<file path="src/rtl/indication_pkg.sv">
// Shared definitions for the indication pipe: message layout and a reusable
// round-robin picker for arbiters of up to RR_MAX_REQ requesters.
package indication_pkg;

    localparam int unsigned INDICATION_WIDTH = 96;
    localparam int unsigned METHOD_ID_MSB    = 31;
    localparam int unsigned METHOD_ID_LSB    = 0;

    localparam int unsigned RR_MAX_REQ = 8;
    localparam int unsigned RR_IDXW    = 3;

    typedef struct packed {
        logic               any;
        logic [RR_IDXW-1:0] idx;
    } rr_pick_t;

    function automatic logic [METHOD_ID_MSB:METHOD_ID_LSB] method_id(
        input logic [INDICATION_WIDTH-1:0] msg
    );
        return msg[METHOD_ID_MSB:METHOD_ID_LSB];
    endfunction

    // First set bit of valid scanning cyclically from last+1 over nreq entries.
    function automatic rr_pick_t rr_pick(
        input logic [RR_MAX_REQ-1:0] valid,
        input logic [RR_IDXW-1:0]    last,
        input int unsigned           nreq
    );
        rr_pick_t    r;
        int unsigned idx;
        r.any = 1'b0;
        r.idx = '0;
        for (int unsigned k = 1; k <= RR_MAX_REQ; k++) begin
            idx = (32'(last) + k) % nreq;
            if (k <= nreq && !r.any && valid[idx]) begin
                r.any = 1'b1;
                r.idx = idx[RR_IDXW-1:0];
            end
        end
        return r;
    endfunction

endpackage

</file>
<file path="src/rtl/indication_pipe_slot.sv">
// One-entry message buffer; an enqueue in the same cycle as a dequeue reloads it.
module indication_pipe_slot
    import indication_pkg::*;
#(
    parameter int unsigned WIDTH = INDICATION_WIDTH
) (
    input  logic             CLK,
    input  logic             nRST,
    input  logic             enq,
    input  logic             deq,
    input  logic [WIDTH-1:0] enq_data,
    output logic             valid,
    output logic [WIDTH-1:0] data
);

    logic             valid_q, valid_d;
    logic [WIDTH-1:0] data_q, data_d;

    always_comb begin
        valid_d = valid_q;
        data_d  = data_q;
        if (enq) begin
            valid_d = 1'b1;
            data_d  = enq_data;
        end else if (deq) begin
            valid_d = 1'b0;
        end
    end

    always_ff @(posedge CLK or negedge nRST) begin
        if (!nRST) begin
            valid_q <= 1'b0;
            data_q  <= '0;
        end else begin
            valid_q <= valid_d;
            data_q  <= data_d;
        end
    end

    assign valid = valid_q;
    assign data  = data_q;

endmodule

</file>
<file path="src/rtl/indication_pipe_arbiter.sv">
// Round-robin arbiter merging per-interface indication slots into one
// registered pipe enq output stage.
module indication_pipe_arbiter
    import indication_pkg::*;
#(
    parameter int unsigned NREQ  = 4,
    parameter int unsigned WIDTH = INDICATION_WIDTH
) (
    input  logic                  CLK,
    input  logic                  nRST,
    input  logic [NREQ-1:0]       req_enq_ena_i,
    input  logic [NREQ*WIDTH-1:0] req_enq_v_i,
    output logic [NREQ-1:0]       req_enq_rdy_o,
    output logic                  pipe_enq_ena_o,
    output logic [WIDTH-1:0]      pipe_enq_v_o,
    input  logic                  pipe_enq_rdy_i
);

    localparam int unsigned IDXW = (NREQ > 1) ? $clog2(NREQ) : 1;

    logic [NREQ-1:0]  slot_valid;
    logic [NREQ-1:0]  slot_enq;
    logic [NREQ-1:0]  grant;
    logic [WIDTH-1:0] slot_data [NREQ];

    logic             out_valid_q, out_valid_d;
    logic [WIDTH-1:0] out_data_q, out_data_d;
    logic [IDXW-1:0]  last_q, last_d;

    logic             load;
    logic             any_grant;
    rr_pick_t         pick;

    assign load = !out_valid_q | pipe_enq_rdy_i;

    always_comb begin
        pick      = rr_pick(RR_MAX_REQ'(slot_valid), RR_IDXW'(last_q), NREQ);
        any_grant = load & pick.any;
        grant     = '0;
        for (int unsigned i = 0; i < NREQ; i++) begin
            grant[i] = any_grant && (pick.idx == RR_IDXW'(i));
        end
    end

    // RDY is a function of slot state and downstream ready only, never of ENA.
    assign req_enq_rdy_o = ~slot_valid | grant;
    assign slot_enq      = req_enq_ena_i & req_enq_rdy_o;

    for (genvar i = 0; i < NREQ; i++) begin : g_slot
        indication_pipe_slot #(
            .WIDTH (WIDTH)
        ) u_slot (
            .CLK      (CLK),
            .nRST     (nRST),
            .enq      (slot_enq[i]),
            .deq      (grant[i]),
            .enq_data (req_enq_v_i[i*WIDTH +: WIDTH]),
            .valid    (slot_valid[i]),
            .data     (slot_data[i])
        );
    end

    always_comb begin
        out_valid_d = out_valid_q;
        out_data_d  = out_data_q;
        last_d      = last_q;
        if (any_grant) begin
            out_valid_d = 1'b1;
            for (int unsigned i = 0; i < NREQ; i++) begin
                if (grant[i]) begin
                    out_data_d = slot_data[i];
                    last_d     = IDXW'(i);
                end
            end
        end else if (out_valid_q && pipe_enq_rdy_i) begin
            out_valid_d = 1'b0;
        end
    end

    always_ff @(posedge CLK or negedge nRST) begin
        if (!nRST) begin
            out_valid_q <= 1'b0;
            out_data_q  <= '0;
            last_q      <= IDXW'(NREQ - 1);
        end else begin
            out_valid_q <= out_valid_d;
            out_data_q  <= out_data_d;
            last_q      <= last_d;
        end
    end

    assign pipe_enq_ena_o = out_valid_q;
    assign pipe_enq_v_o   = out_data_q;

endmodule

</file>
<file path="config.mk">
export PLATFORM = sky130hd
export DESIGN_NAME = indication_pipe_arbiter
export DESIGN_NICKNAME = d
export VERILOG_FILES = /design/src/rtl/indication_pkg.sv /design/src/rtl/indication_pipe_slot.sv /design/src/rtl/indication_pipe_arbiter.sv
export SDC_FILE = /design/constraint.sdc
export NUM_CORES = 1
export LEC_CHECK = 0
export BUFFER_PORTS_ARGS = -buffer_cell sky130_fd_sc_hd__buf_2
export CORE_AREA = 3 3 270 272
export DETAILED_ROUTE_END_ITERATION = 10
export DIE_AREA = 0 0 273 275
export PLACE_DENSITY = 0.49
export SLEW_MARGIN = 10
export SYNTH_ARGS = -nofsm -noshare
export SYNTH_HDL_FRONTEND = slang
export SYNTH_HIERARCHICAL = 1
export SYNTH_SLANG_ARGS = --single-unit
</file>
<file path="constraint.sdc">
create_clock -name CLK -period 2.7 [get_ports CLK]
set_input_delay 0.405 -clock CLK [delete_from_list [all_inputs] [get_ports CLK]]
set_output_delay 0.405 -clock CLK [all_outputs]
set_load 0.01 [all_outputs]
</file>
# --- Word-level counts from Yosys, hierarchy flattened ---
# Cells that the tools add are included.
word_totals:
  ff_bits: 487
op_classes:
  addsub: 4
  order_cmp: 4
  eq_ne: 3
  n_mux: 30
  bitwise_logic: 5
  reduce_logical: 20
ops:
  columns: ["op", "n"]
  rows:
  - ["96-bit two-way mux", 4]
  - ["2-bit by 4-bit less-than comparator with 1-bit output, second input constant", 4]
  - ["4-bit two-way mux", 4]
  - ["1-bit two-way mux", 14]
  - ["2-bit nonzero test", 5]
  - ["1-bit binary-select mux with 2-bit select", 4]
  - ["1-bit logical AND", 8]
  - ["2-bit two-way mux", 4]
  - ["3-bit by 2-bit equality test with 1-bit output, second input constant", 2]
  - ["2-bit by 1-bit adder with 2-bit output, second input constant", 2]
  - ["2-bit adder, second input constant", 2]
  - ["4-bit bitwise AND", 1]
  - ["1-bit zero test", 4]
  - ["4-bit inverter", 1]
  - ["4-bit OR", 1]
  - ["4-bit nonzero test", 1]
  - ["3-bit by 1-bit equality test with 1-bit output, second input constant", 1]
  - ["3-bit zero test", 1]
  - ["2-bit AND reduction", 1]
  - ["1-bit bitwise AND", 1]
  - ["1-bit OR", 1]

# --- Depth between registers and ports, before layout ---
# Gate-level depths: netlist of the first run.
depth:
  depth_word: 19
  ltp_mapped: 11
  ltp_nobuf: 6

# --- By module ---
# The synthesis of the first run kept the hierarchy.
by_module_without_submodules:
  columns: ["mod", "instances", "cells_per_inst", "area_per_inst_um2", "seq_area_each_um2"]
  rows:
  - ["indication_pipe_slot", 4, 206, 3714.8, 2427.3]
  - ["indication_pipe_arbiter", 1, 574, 6279.8, 2479.9]

# --- Worst setup path before layout of the first run ---
# No wires, ideal clock.
synth_timing:
  path_type: "register to register"
  startpoint: "register last_q[1]"
  endpoint: "register g_slot[1].u_slot.data_q[64]"
  arrival_ps: 2429
  required_time_ps: 2575
  slack_ps: 146
  path_stages_with_launch: 11
  period_less_slack_ps: 2554
  cell_sequence: "dfstp_2 nand2b_1 a21boi_2 o221a_2 buf_4 o21ai_0 and2_1 buf_6 buf_6 buf_6 mux2_4"
synth_between:
  elab_chain_len: 17
  elab_cells_between_ends: 27
  classes_between: "add/sub (4); eq/ne (1); mux (12); bitwise (3); reduce/logical (7)"
synth_rtl:
  columns: ["element", "line_no", "rtl"]
  rows:
  - ["start, declared", "indication_pipe_arbiter.sv:28", "logic [IDXW-1:0] last_q, last_d;"]
  - ["start signal, assigned", "indication_pipe_arbiter.sv:84", "last_q <= IDXW'(NREQ - 1);"]
  - ["start signal, assigned", "indication_pipe_arbiter.sv:88", "last_q <= last_d;"]
  - ["2-bit by 1-bit adder with 2-bit output", "indication_pkg.sv:34", "idx = (32'(last) + k) % nreq;"]
  - ["1-bit binary-select mux with 2-bit select", "indication_pkg.sv:35", "if (k <= nreq && !r.any && valid[idx]) begin"]
  - ["1-bit two-way mux (implied by the code)", "indication_pkg.sv:35", null]
  - ["4-bit two-way mux", "indication_pkg.sv:35", null]
  - ["1-bit zero test", "indication_pkg.sv:35", null]
  - ["1-bit logical AND", "indication_pkg.sv:35", null]
  - ["4-bit two-way mux", "indication_pkg.sv:35", null]
  - ["1-bit zero test", "indication_pkg.sv:35", null]
  - ["[... 3 more ...]", null, null]
  - ["1-bit logical AND", "indication_pkg.sv:35", null]
  - ["4-bit two-way mux *", "indication_pkg.sv:35", null]
  - ["3-bit by 1-bit equality test with 1-bit output / 1-bit bitwise AND (equally long branches)", "indication_pipe_arbiter.sv:41, indication_pipe_arbiter.sv:38", null]
  - ["1-bit logical AND *", "indication_pipe_arbiter.sv:41", "grant[i] = any_grant && (pick.idx == RR_IDXW'(i));"]
  - ["4-bit OR *", "indication_pipe_arbiter.sv:46", "assign req_enq_rdy_o = ~slot_valid | grant;"]
  - ["via req_enq_rdy_o[1]", "indication_pipe_arbiter.sv:13", "output logic [NREQ-1:0] req_enq_rdy_o,"]
  - ["4-bit bitwise AND *", "indication_pipe_arbiter.sv:47", "assign slot_enq = req_enq_ena_i & req_enq_rdy_o;"]
  - ["via slot_enq[1]", "indication_pipe_arbiter.sv:22", "logic [NREQ-1:0] slot_enq;"]
  - ["end signal, assigned", "indication_pipe_slot.sv:36", "data_q <= data_d;"]
  - ["end, declared", "indication_pipe_slot.sv:17", "logic [WIDTH-1:0] data_q, data_d;"]
# Mark *: on every way through the listed nets, which the timed path passes. The rest lies on a longest branch. The select of a mux whose other input is x is not followed.
# A chain may end at the register's enable or synchronous reset.

# --- Worst setup path after layout of the first run ---
layout_timing:
  startpoint: "register last_q[1]"
  endpoint: "output port req_enq_rdy_o[1]"
layout_between:
  elab_chain_len: 16
  elab_cells_between_ends: 26
  classes_between: "add/sub (4); eq/ne (1); mux (12); bitwise (2); reduce/logical (7)"
layout_rtl:
  columns: ["element", "line_no"]
  rows:
  - ["2-bit by 1-bit adder with 2-bit output", "indication_pkg.sv:34"]
  - ["1-bit binary-select mux with 2-bit select", "indication_pkg.sv:35"]
  - ["1-bit two-way mux (implied by the code)", "indication_pkg.sv:35"]
  - ["4-bit two-way mux", "indication_pkg.sv:35"]
  - ["1-bit zero test", "indication_pkg.sv:35"]
  - ["1-bit logical AND", "indication_pkg.sv:35"]
  - ["4-bit two-way mux", "indication_pkg.sv:35"]
  - ["1-bit zero test", "indication_pkg.sv:35"]
  - ["1-bit logical AND", "indication_pkg.sv:35"]
  - ["4-bit two-way mux", "indication_pkg.sv:35"]
  - ["1-bit zero test", "indication_pkg.sv:35"]
  - ["1-bit logical AND", "indication_pkg.sv:35"]
  - ["4-bit two-way mux *", "indication_pkg.sv:35"]
  - ["3-bit by 1-bit equality test with 1-bit output / 1-bit bitwise AND (equally long branches)", "indication_pipe_arbiter.sv:41, indication_pipe_arbiter.sv:38"]
  - ["1-bit logical AND *", "indication_pipe_arbiter.sv:41"]
  - ["4-bit OR *", "indication_pipe_arbiter.sv:46"]
  - ["end, declared", "indication_pipe_arbiter.sv:13"]
# Every way passes the cells marked *; elsewhere a longest branch is shown, timed or not. The select of a mux whose other input is x is not followed.

==> results of run 1 <==
-- state kept, by name (all words and copies together) (netlist names) --
register	flops
g_slot.u_slot/valid	4
pipe_enq_ena_o	1
g_slot.u_slot/data	384
pipe_enq_v_o	96
last_q	2
-- cells in the final DEF (no fill, tap or decap), types with 2 or more instances in the layout --
cell and n:
mux2_4 116, dfstp_2 2, clkinv_2 6, o21ai_0 3
inv_6 2, nand2b_1 3, dlygate4sd3_1 188, buf_2 490
nand2_1 101, o221ai_1 96, nor2_1 5, dfrtp_1 485
buf_12 31, a21o_1 5, diode_2 12, clkbuf_1 7
mux2_2 268, clkbuf_16 57, mux2i_1 192, clkinvlp_4 2
bufinv_16 8, and2_4 4, clkbuf_8 16, buf_4 30
inv_1 5, o21ai_1 2
-- repair_timing --
action                     in CTS  in global routing
resized for setup               2                  1
pin swaps                       0                  0
hold buffers                  188                  0
hold endpoints to repair      227                  0
setup endpoints to repair       2                  4
-- metrics by stage --
stage | instance area, um2 | utilization | hold slack (ns)
final | 28800 | 0.406 | 0.0468
after global routing | 28800 | 0.405 | 0.00419
after CTS | 28800 | 0.405 | 0.000134
after detailed placement | 24900 | 0.351 | 0.408
after global placement | 24900 | 0.351 | 0.405
after floorplan | 21100 | - | 0.109
-- power by group through the flow --
| stage | registers (mW) | logic (mW) | clock network [mW] |
|---|---|---|---|
| after floorplan | 13.0 | 11.7 | 0 |
| after global placement | 13.1 | 15.9 | 0 |
| after detailed placement | 13.3 | 16.2 | 0 |
| after CTS | 13.2 | 16.5 | 8.38 |
| after global routing | 13.7 | 17.5 | 8.66 |
| final | 13.2 | 16.2 | 8.13 |
-- layout make-up --
| cell class | count | area (um2) | area share |
|---|---|---|---|
| Antenna cell | 12 | 30.0 | 0.00104 |
| Sequential cell | 487 | 12200 | 0.423 |
| Clock inverter | 18 | 303 | 0.0105 |
| Clock buffer | 80 | 1670 | 0.0581 |
| Inverter | 5 | 18.8 | 0.000652 |
| Timing Repair Buffer | 740 | 5190 | 0.180 |
| Tap cell | 950 | 1190 | 0.0413 |
| Multi-Input combinational cell | 807 | 8190 | 0.285 |
-- layer usage --
metal,global-route usage,vias to the layer above,part of all wire
li1,-,6522,-
met1,0.227,7545,0.43
met2,0.305,400,0.50
met3,0.0334,92,0.052
met4,0.0532,0,0.023
met5,0,-,0
-- worst max-delay path, delay by kind of cell (launching register included) --
kind,cells,cell delay [ns]
compound gates,2,0.38
buf+inv,2,0.30
flops,1,0.59
mux,1,0.36
-- cells by family (layout without fill, tap and decap cells) --
family	after synthesis	count (layout)	synth area share
mux	577	577	0.317
flops	487	487	0.577
simple gates	118	118	0.0223
compound gates	112	112	0.0451
buf+inv	104	843	0.0394
other cells	0	12	0
-- worst paths after layout --
check / startpoint / end / slack (ns) / cells after the start
setup / recovery: last_q[1] / req_enq_rdy_o[1] / 0.06 / 5
hold / removal: req_enq_v_i[273] / g_slot[2].u_slot/data[81] / 0.05 / 2
setup reg to reg: last_q[1] / g_slot[0].u_slot/data[95] / 0.18 / 6
hold reg to reg: pipe_enq_v_o[60] / pipe_enq_v_o[60] / 0.48 / 2
max in group asynchronous: nRST / g_slot[0].u_slot/data[4] / 1.44 / 4
min in group asynchronous: nRST / g_slot[1].u_slot/data[80] / 0.37 / 2
==> results.toml, run 1 <==
[sta]
setup_violations = 0
maxSlewHeadroom = 0.295
period_share = 0.977
hold_viol = 0
setup_ws_ns = 0.0628
rsz0062_at_grt = "true"
period_minus_slack_ns = 2.64
clock_skew_ns = 0.0180
tns_ns = 0
drv_slew = 0
worst_pin_slew_ns = 1.06
fmax_ghz = 0.379

[clocking]
clk_latency_ns = 0.60
postCtsSetupRepairBufs = 0
clk_pin_slew_worst_paths_ns = 0.06
htree_levels = 2
clockBufferDepth = 3
numCtsBuffers = 56
cts_sinks = 487
cts-root-buf = "clkbuf_16"
cts_tree = "done"

[synthesis]
netlist_area_mm2 = 0.0211
yosys-top-cells-count = "dfrtp_1 (485), mux2_2 (268), mux2i_1 (193), mux2_4 (116), nand2_1 (102)"
netlist-cell-type-count = 26
synth_most_common_cell = "dfrtp_1"
synth-main-ff-cell = "dfrtp_1"
yosysTopAreaCell = "dfrtp_1"
synthArstFlopShare = 1.00
synth_edf_count = 0
yosysWarnings = 6
ys_seq_area_frac = 0.577
synthCells = 1398
yosysTopAreaCellShare = 0.574
ys_ff_latch = 487
syn_area_per_cell_um2 = 15.1
synth_nets = 1789
synthTopCellsByArea = "dfrtp_1 (57%), mux2_2 (14%), mux2i_1 (9.1%)"

[route]
avgViaCountPerCell = 4.70
routed_wl_mm = 67.5
dr.pass1.iters = 5
wl_per_cell_um = 21.8
ant_nets = 0
via_count = 14559
first_iter_violations = 727
drc = 0

[worst_setup_path]
worst_path_max_delay_cell = "dfstp_2"
cp_slowest_stage_delay_ns = 0.59
critical_path_arrival_ns = 2.23
cp_cell_sequence = "mux2i_2, o221a_4, o21ai_0, buf_4, buf_2"
critPathLaunchType = "register"
endpoint_kind = "output port"
worstSetupPathType = "reg -> out"
required_ns = 2.30
crit_fanout = 7

[placed_design]
io_buffers = 491
routabilityCongestion = 0.777
dpl_worst_slack_ns = 0.0654
dpl.cell_count = 2801
dp_hpwl_mm = 45.6

[power]
pwr-share-seq = 0.352
p_clk_frac = 0.217
p_switching_mw = 12.9
power_mw = 37.5
ir_drop_mv = 0.930
swShare = 0.345
leakage_nw = 13.4
p_int_mw = 24.6
comb_power_share = 0.431
p_per_area_mw_per_mm2 = 1300

[floorplan]
die_x_um = 273
core_mm2 = 0.0710
io_pins = 492
dieArea_mm2 = 0.0751
core.rowCount = 98
die_y_um = 275
start_util = 0.298

[global_route]
antenna_found_initial = 8
grt_pass1_vias = 16230
grt_pass1_wl_mm = 102
grt_usage = 0.177
grt-ovfl-total = 0
grt_max_degree = 73

[worst_hold_path]
worstHoldPathType = "in -> reg"

[cells_and_area]
nets = 2488
fillers = 6730
finalNonFillerCells = 3099
drive_above_1_share = 0.488
area_growth_pct = 36.2

[flow_run]
maxCapViolations = 0

[status]
status = "finished clean"
No activity file was read; power rests on OpenSTA's default activity.
==> run 2, diff against run 1 <==
--- a/config.mk
+++ b/config.mk
@@ -9,7 +9,6 @@
 export CORE_AREA = 3 3 270 272
 export DETAILED_ROUTE_END_ITERATION = 10
 export DIE_AREA = 0 0 273 275
-export PLACE_DENSITY = 0.49
 export SLEW_MARGIN = 10
 export SYNTH_ARGS = -nofsm -noshare
 export SYNTH_HDL_FRONTEND = slang
==> run 2 against run 1 <==
Net effect: critical path depth shrank 1; setup slack gained 0.053 ns; sequential cell count is the same; first-iteration DRC count grew 4.8%; combinational power shrank 3%; via count shrank 1.2%; utilization shrank 0.87 points; wire length shrank 5.1%; sequential power is essentially flat; clock skew grew 0.00066 ns; sequential share of layout area grew 0.93 points.
==> results.toml, run 2 (synthesized netlist as in run 1, its figures left out) <==
[clocking]
numCtsBuffers = 56
clockBufferDepth = 3
htree_levels = 2
cts_tree = "done"
cts_sinks = 487
cts-root-buf = "clkbuf_16"
clk_latency_ns = 0.60
clk_pin_slew_worst_paths_ns = 0.06

[worst_setup_path]
rrSetupSlack_ns = 0.17
worst_path_max_delay_cell = "dfstp_2"
endpoint_kind = "output port"
timing.rr.end = "g_slot[0].u_slot/data[49]"
cp_cell_sequence = "mux2i_2, o221ai_4, o21ai_1, buf_2"
cp_num_buf_inv = 1
crit_fanout = 7
cp_slowest_stage_delay_ns = 0.59
required_ns = 2.30
critPathLaunchType = "register"
worstSetupPathType = "reg -> out"
path_delay_family = "flip-flops"
critical_path_arrival_ns = 2.18
reg2reg_from = "last_q[1]"
worstRegToRegCells = 6

[status]
status = "finished clean"

[power]
leakage_nw = 13.1
power_mw = 37.1
p_int_mw = 24.4
p_clk_frac = 0.220
comb_power_share = 0.423
ir_drop_mv = 1.21
pwr-share-seq = 0.357
swShare = 0.343
p_switching_mw = 12.7
p_per_area_mw_per_mm2 = 1320

[sta]
period_minus_slack_ns = 2.58
clock_skew_ns = 0.0186
drv_slew = 0
setup_violations = 0
fmax_ghz = 0.387
maxSlewHeadroom = 0.516
setup_ws_ns = 0.116
worst_pin_slew_ns = 0.726
period_share = 0.957
tns_ns = 0
hold_viol = 0

[cells_and_area]
drive_above_1_share = 0.496
area_growth_pct = 33.3
nets = 2422
largest_reg_flops = 384
layout_common_cells = "buf_2 (490), dfrtp_1 (485), mux2_2 (268)"
fin_area_mm2 = 0.0282
fillers = 6605
final_common_cell = "buf_2"
finalNonFillerCells = 3035

[floorplan]
dieArea_mm2 = 0.0751
core_mm2 = 0.0710
io_pins = 492
start_util = 0.298
die_x_um = 273
core.rowCount = 98
die_y_um = 275

[placed_design]
dpl.cell_count = 2782
dpl_worst_slack_ns = 0.101
placed_area_mm2 = 0.0247
routabilityCongestion = 0.807
io_buffers = 491
dp_hpwl_mm = 42.9

[global_route]
grt_pass1_wl_mm = 95.2
grt_usage = 0.164
antenna_found_initial = 11
grt_max_degree = 82
grt-ovfl-total = 0
grt_pass1_vias = 15971

[worst_hold_path]
worstHoldPathType = "in -> reg"
holdPathEnd = "g_slot[0].u_slot/data[64]"
min_path_cells = 2
holdCritStartpoint = "req_enq_v_i[64]"

[route]
via_count = 14391
avgViaCountPerCell = 4.74
first_iter_violations = 762
drc = 0
ant_nets = 0
routed_wl_mm = 64.1
dr.pass1.iters = 5
wl_per_cell_um = 21.1

[flow_run]
maxCapViolations = 0
[run 2: cell types whose count changed in the layout (fill, tap and decap cells not counted), sizes merged]
cell         delta
diode           -2
inv             -1
buf            -19
dlygate4sd3    -47
clkinv          +8
clkbuf          -4
bufinv          +1
[run 2: layer usage]
| metal | global-route usage | vias to the layer above | part of all wire |
|---|---|---|---|
| met5 | 0 | - | 0.00011 |
| met4 | 0.0656 | 2 | 0.033 |
| met3 | 0.0326 | 115 | 0.052 |
| met2 | 0.289 | 434 | 0.51 |
| met1 | 0.197 | 7461 | 0.41 |
| li1 | - | 6379 | - |
[run 2: layout make-up]
class | count | area, um2 | share of cell area
clock buffer | 76 | 1630 | 0.0578
inverter | 5 | 18.8 | 0.000666
tap | 950 | 1190 | 0.0422
multi-input combinational | 807 | 8200 | 0.291
antenna | 10 | 25.0 | 0.000888
timing repair buffer | 674 | 4540 | 0.161
sequential | 487 | 12200 | 0.433
clock inverter | 26 | 379 | 0.0135
[run 2: power by group through the flow]
stage / sequential (mW) / combinational, mW / clock (mW)
6_report: 13.2 / 15.7 / 8.18
2_1_floorplan: 13.0 / 11.7 / 0
3_3_place_gp: 13.1 / 15.3 / 0
3_5_place_dp: 13.3 / 15.7 / 0
5_1_grt: 13.7 / 16.9 / 8.70
4_1_cts: 13.2 / 15.9 / 8.39
[run 2: what timing repair did]
item,4_1_cts,5_1_grt
cloned,0,0
endpoints found under the setup margin,2,8
gates resized for setup,2,4
hold buffers,141,0
buffers inserted,0,0
hold endpoints to repair,188,0
[run 2: worst max-delay path by stage]
stage,startpoint,endpoint,slack (ns),depth (start not counted)
finish,last_q[1],req_enq_rdy_o[2],0.12,4
global route,last_q[1],req_enq_rdy_o[2],-0.008,4
detailed placement,g_slot[0].u_slot/valid,g_slot[1].u_slot/data[46],0.10,7
global placement,last_q[1],g_slot[1].u_slot/data[59],0.19,7
floorplan,last_q[1],g_slot[1].u_slot/data[64],0.15,10
CTS,last_q[1],req_enq_rdy_o[2],-0.004,4
[run 2: stage by stage]
stage	hold WS (ns)	utilization
final	0.0479	0.397
after floorplan	0.109	-
after detailed placement	0.451	0.348
after global routing	0.00759	0.397
after global placement	0.448	0.348
after CTS	0.0000336	0.396
==> run 3, diff against run 2 <==
==> constraint.sdc (replaced) <==
create_clock -name CLK -period 2.44 [get_ports CLK]
set_input_delay 0.366 -clock CLK [delete_from_list [all_inputs] [get_ports CLK]]
set_output_delay 0.366 -clock CLK [all_outputs]
set_load 0.01 [all_outputs]
==> run 3 against run 2 <==
Net effect: the run now ends with negative setup slack left; clock skew up 0.00054 ns; die area stayed put; sequential share of layout area decreased by 4.5 points; utilization grew 4.6 points; combinational power up 26%; critical path depth is 2 higher; wire length up 7.4%; global-route usage grew 0.91 points; setup slack got worse by 0.15 ns; hold slack improved by 0.013 ns; sequential cell count did not move; sequential power increased by 12%; largest cell class unchanged.
==> results.toml, run 3 (synthesized netlist as in run 1, its figures left out) <==
[route]
avgViaCountPerCell = 4.75
drc = 0
wl_per_cell_um = 20.6
first_iter_violations = 796
via_count = 15902
ant_nets = 0
dr.pass1.iters = 5
routed_wl_mm = 68.8

[sta]
rsz0062_at_grt = "true"
hold_viol = 0
whs_ns = 0.0605
period_minus_slack_ns = 2.47
drv_slew = 0
fmax_ghz = 0.404
setup_violations = 17
period_share = 1.01
setup_ws_ns = -0.0333
worst_pin_slew_ns = 0.838
clock_skew_ns = 0.0192
tns_ns = -0.334
maxSlewHeadroom = 0.441

[global_route]
grt_usage = 0.173
grt-ovfl-total = 0
antenna_found_initial = 7
grt_pass1_vias = 18118
grt_pass1_wl_mm = 102
grt_max_degree = 68

[placed_design]
placed_area_mm2 = 0.0252
routabilityCongestion = 0.838
dp_hpwl_mm = 44.7
dpl.cell_count = 2848
dpl_worst_slack_ns = -0.0628
io_buffers = 491

[clocking]
clk_latency_ns = 0.59
cts_sinks = 487
clockBufferDepth = 3
cts_tree = "done"
clk_pin_slew_worst_paths_ns = 0.06
cts-root-buf = "clkbuf_16"
htree_levels = 2
numCtsBuffers = 55

[power]
leakage_nw = 14.7
swShare = 0.346
ir_drop_mv = 0.988
p_per_area_mw_per_mm2 = 1360
comb_power_share = 0.463
power_mw = 42.8
p_switching_mw = 14.8
p_clk_frac = 0.190
pwr-share-seq = 0.347
p_int_mw = 28.0

[worst_setup_path]
worstSetupPathType = "reg -> out"
worstRegToRegCells = 9
critical_path_arrival_ns = 2.11
reg2reg_from = "last_q[1]"
path_delay_family = "flip-flops"
cp_cell_sequence = "nand3b_1, a31oi_4, nand2b_4, buf_6, o21ai_4, buf_6"
endpoint_kind = "output port"
setup.worst_path.start = "last_q[1]"
crit_top_cell = "buf_6"
crit_fanout = 7
worst_path_max_delay_cell = "dfstp_2"
required_ns = 2.07
cp_slowest_stage_delay_ns = 0.62
critPathLaunchType = "register"
rrSetupSlack_ns = -0.03
cp_num_buf_inv = 2
timing.rr.end = "g_slot[1].u_slot/data[63]"

[floorplan]
die_y_um = 275
core_mm2 = 0.0710
io_pins = 492
dieArea_mm2 = 0.0751
die_x_um = 273
core.rowCount = 98
start_util = 0.298

[flow_run]
maxCapViolations = 0

[cells_and_area]
nets = 2747
final_core_util = 0.443
fin_area_mm2 = 0.0314
finalNonFillerCells = 3349
final_common_cell = "buf_2"
largest_reg_flops = 384
fillers = 6283
layout_common_cells = "buf_2 (486), dfrtp_1 (481), dlygate4sd3_1 (379)"
area_growth_pct = 48.8
drive_above_1_share = 0.465

[worst_hold_path]
min_path_cells = 2
holdPathEnd = "g_slot[3].u_slot/data[43]"
worstHoldPathType = "in -> reg"
holdCritStartpoint = "req_enq_v_i[331]"

[status]
violations = "negative setup slack"
status = "complete, but fails checks"
-- run 3: changes by cell type in the layout (fill, tap and decap cells not counted), moves of 5 or more --
cell | before | now
clkbuf_1 | 7 | 13
buf_6 | 0 | 20
mux2_4 | 116 | 160
diode_2 | 10 | 5
clkinv_2 | 12 | 4
bufinv_16 | 9 | 2
dlygate4sd3_1 | 141 | 379
mux2_2 | 268 | 224
buf_4 | 14 | 77
-- run 3: power by group through the flow --
stage | Sequential, mW | Clock, mW | Combinational (mW)
after floorplan | 14.4 | 0 | 12.9
after global placement | 14.6 | 0 | 17.6
after detailed placement | 14.8 | 0 | 18.0
after CTS | 14.7 | 8.39 | 18.9
after global routing | 15.3 | 8.71 | 21.1
final | 14.8 | 8.13 | 19.8
-- run 3: area by class of cell --
cell class              instances  area, um2  share of cell area
diodes                          5       12.5            0.000398
repair buffers               1000       7840               0.249
inverters                       5       18.8            0.000597
clock inverters                13        145             0.00462
well taps                     950       1190              0.0378
clock buffers                  82       1630              0.0518
flip-flops and latches        487      12200               0.388
multi-input cells             807       8420               0.268
-- run 3: metal layers --
| metal | part of all wire | global-route usage | vias up | wire length, um |
|---|---|---|---|---|
| met4 | 0.036 | 0.0692 | 4 | 2500 |
| met5 | 0.00029 | 0 | - | 20 |
| met1 | 0.41 | 0.208 | 8136 | 28500 |
| met3 | 0.061 | 0.0441 | 164 | 4220 |
| li1 | - | - | 7030 | - |
| met2 | 0.49 | 0.297 | 568 | 33600 |
-- run 3: how the worst max path moves through the flow --
stage	depth (start not counted)	end	slack, ns
floorplan	10	g_slot[2].u_slot/data[64]	-0.05
global placement	7	g_slot[3].u_slot/data[15]	0.03
detailed placement	7	g_slot[2].u_slot/data[36]	-0.06
CTS	6	req_enq_rdy_o[0]	-0.05
global route	6	req_enq_rdy_o[1]	-0.12
finish	6	req_enq_rdy_o[1]	-0.03
-- run 3: what timing repair did --
action	4_1_cts	5_1_grt
gates cloned	0	7
hold buffers	379	0
setup endpoints to repair	149	42
endpoints found under the hold margin	417	0
setup buffers	10	6
pin swaps	6	3
resized for setup	18	69
-- run 3: worst register-to-register path, delay by kind of cell (launching register included) --
family	cells	cell delay, ns
compound gates	3	0.44
buf+inv	3	0.53
flops	1	0.62
mux	1	0.32
simple gates	2	0.44
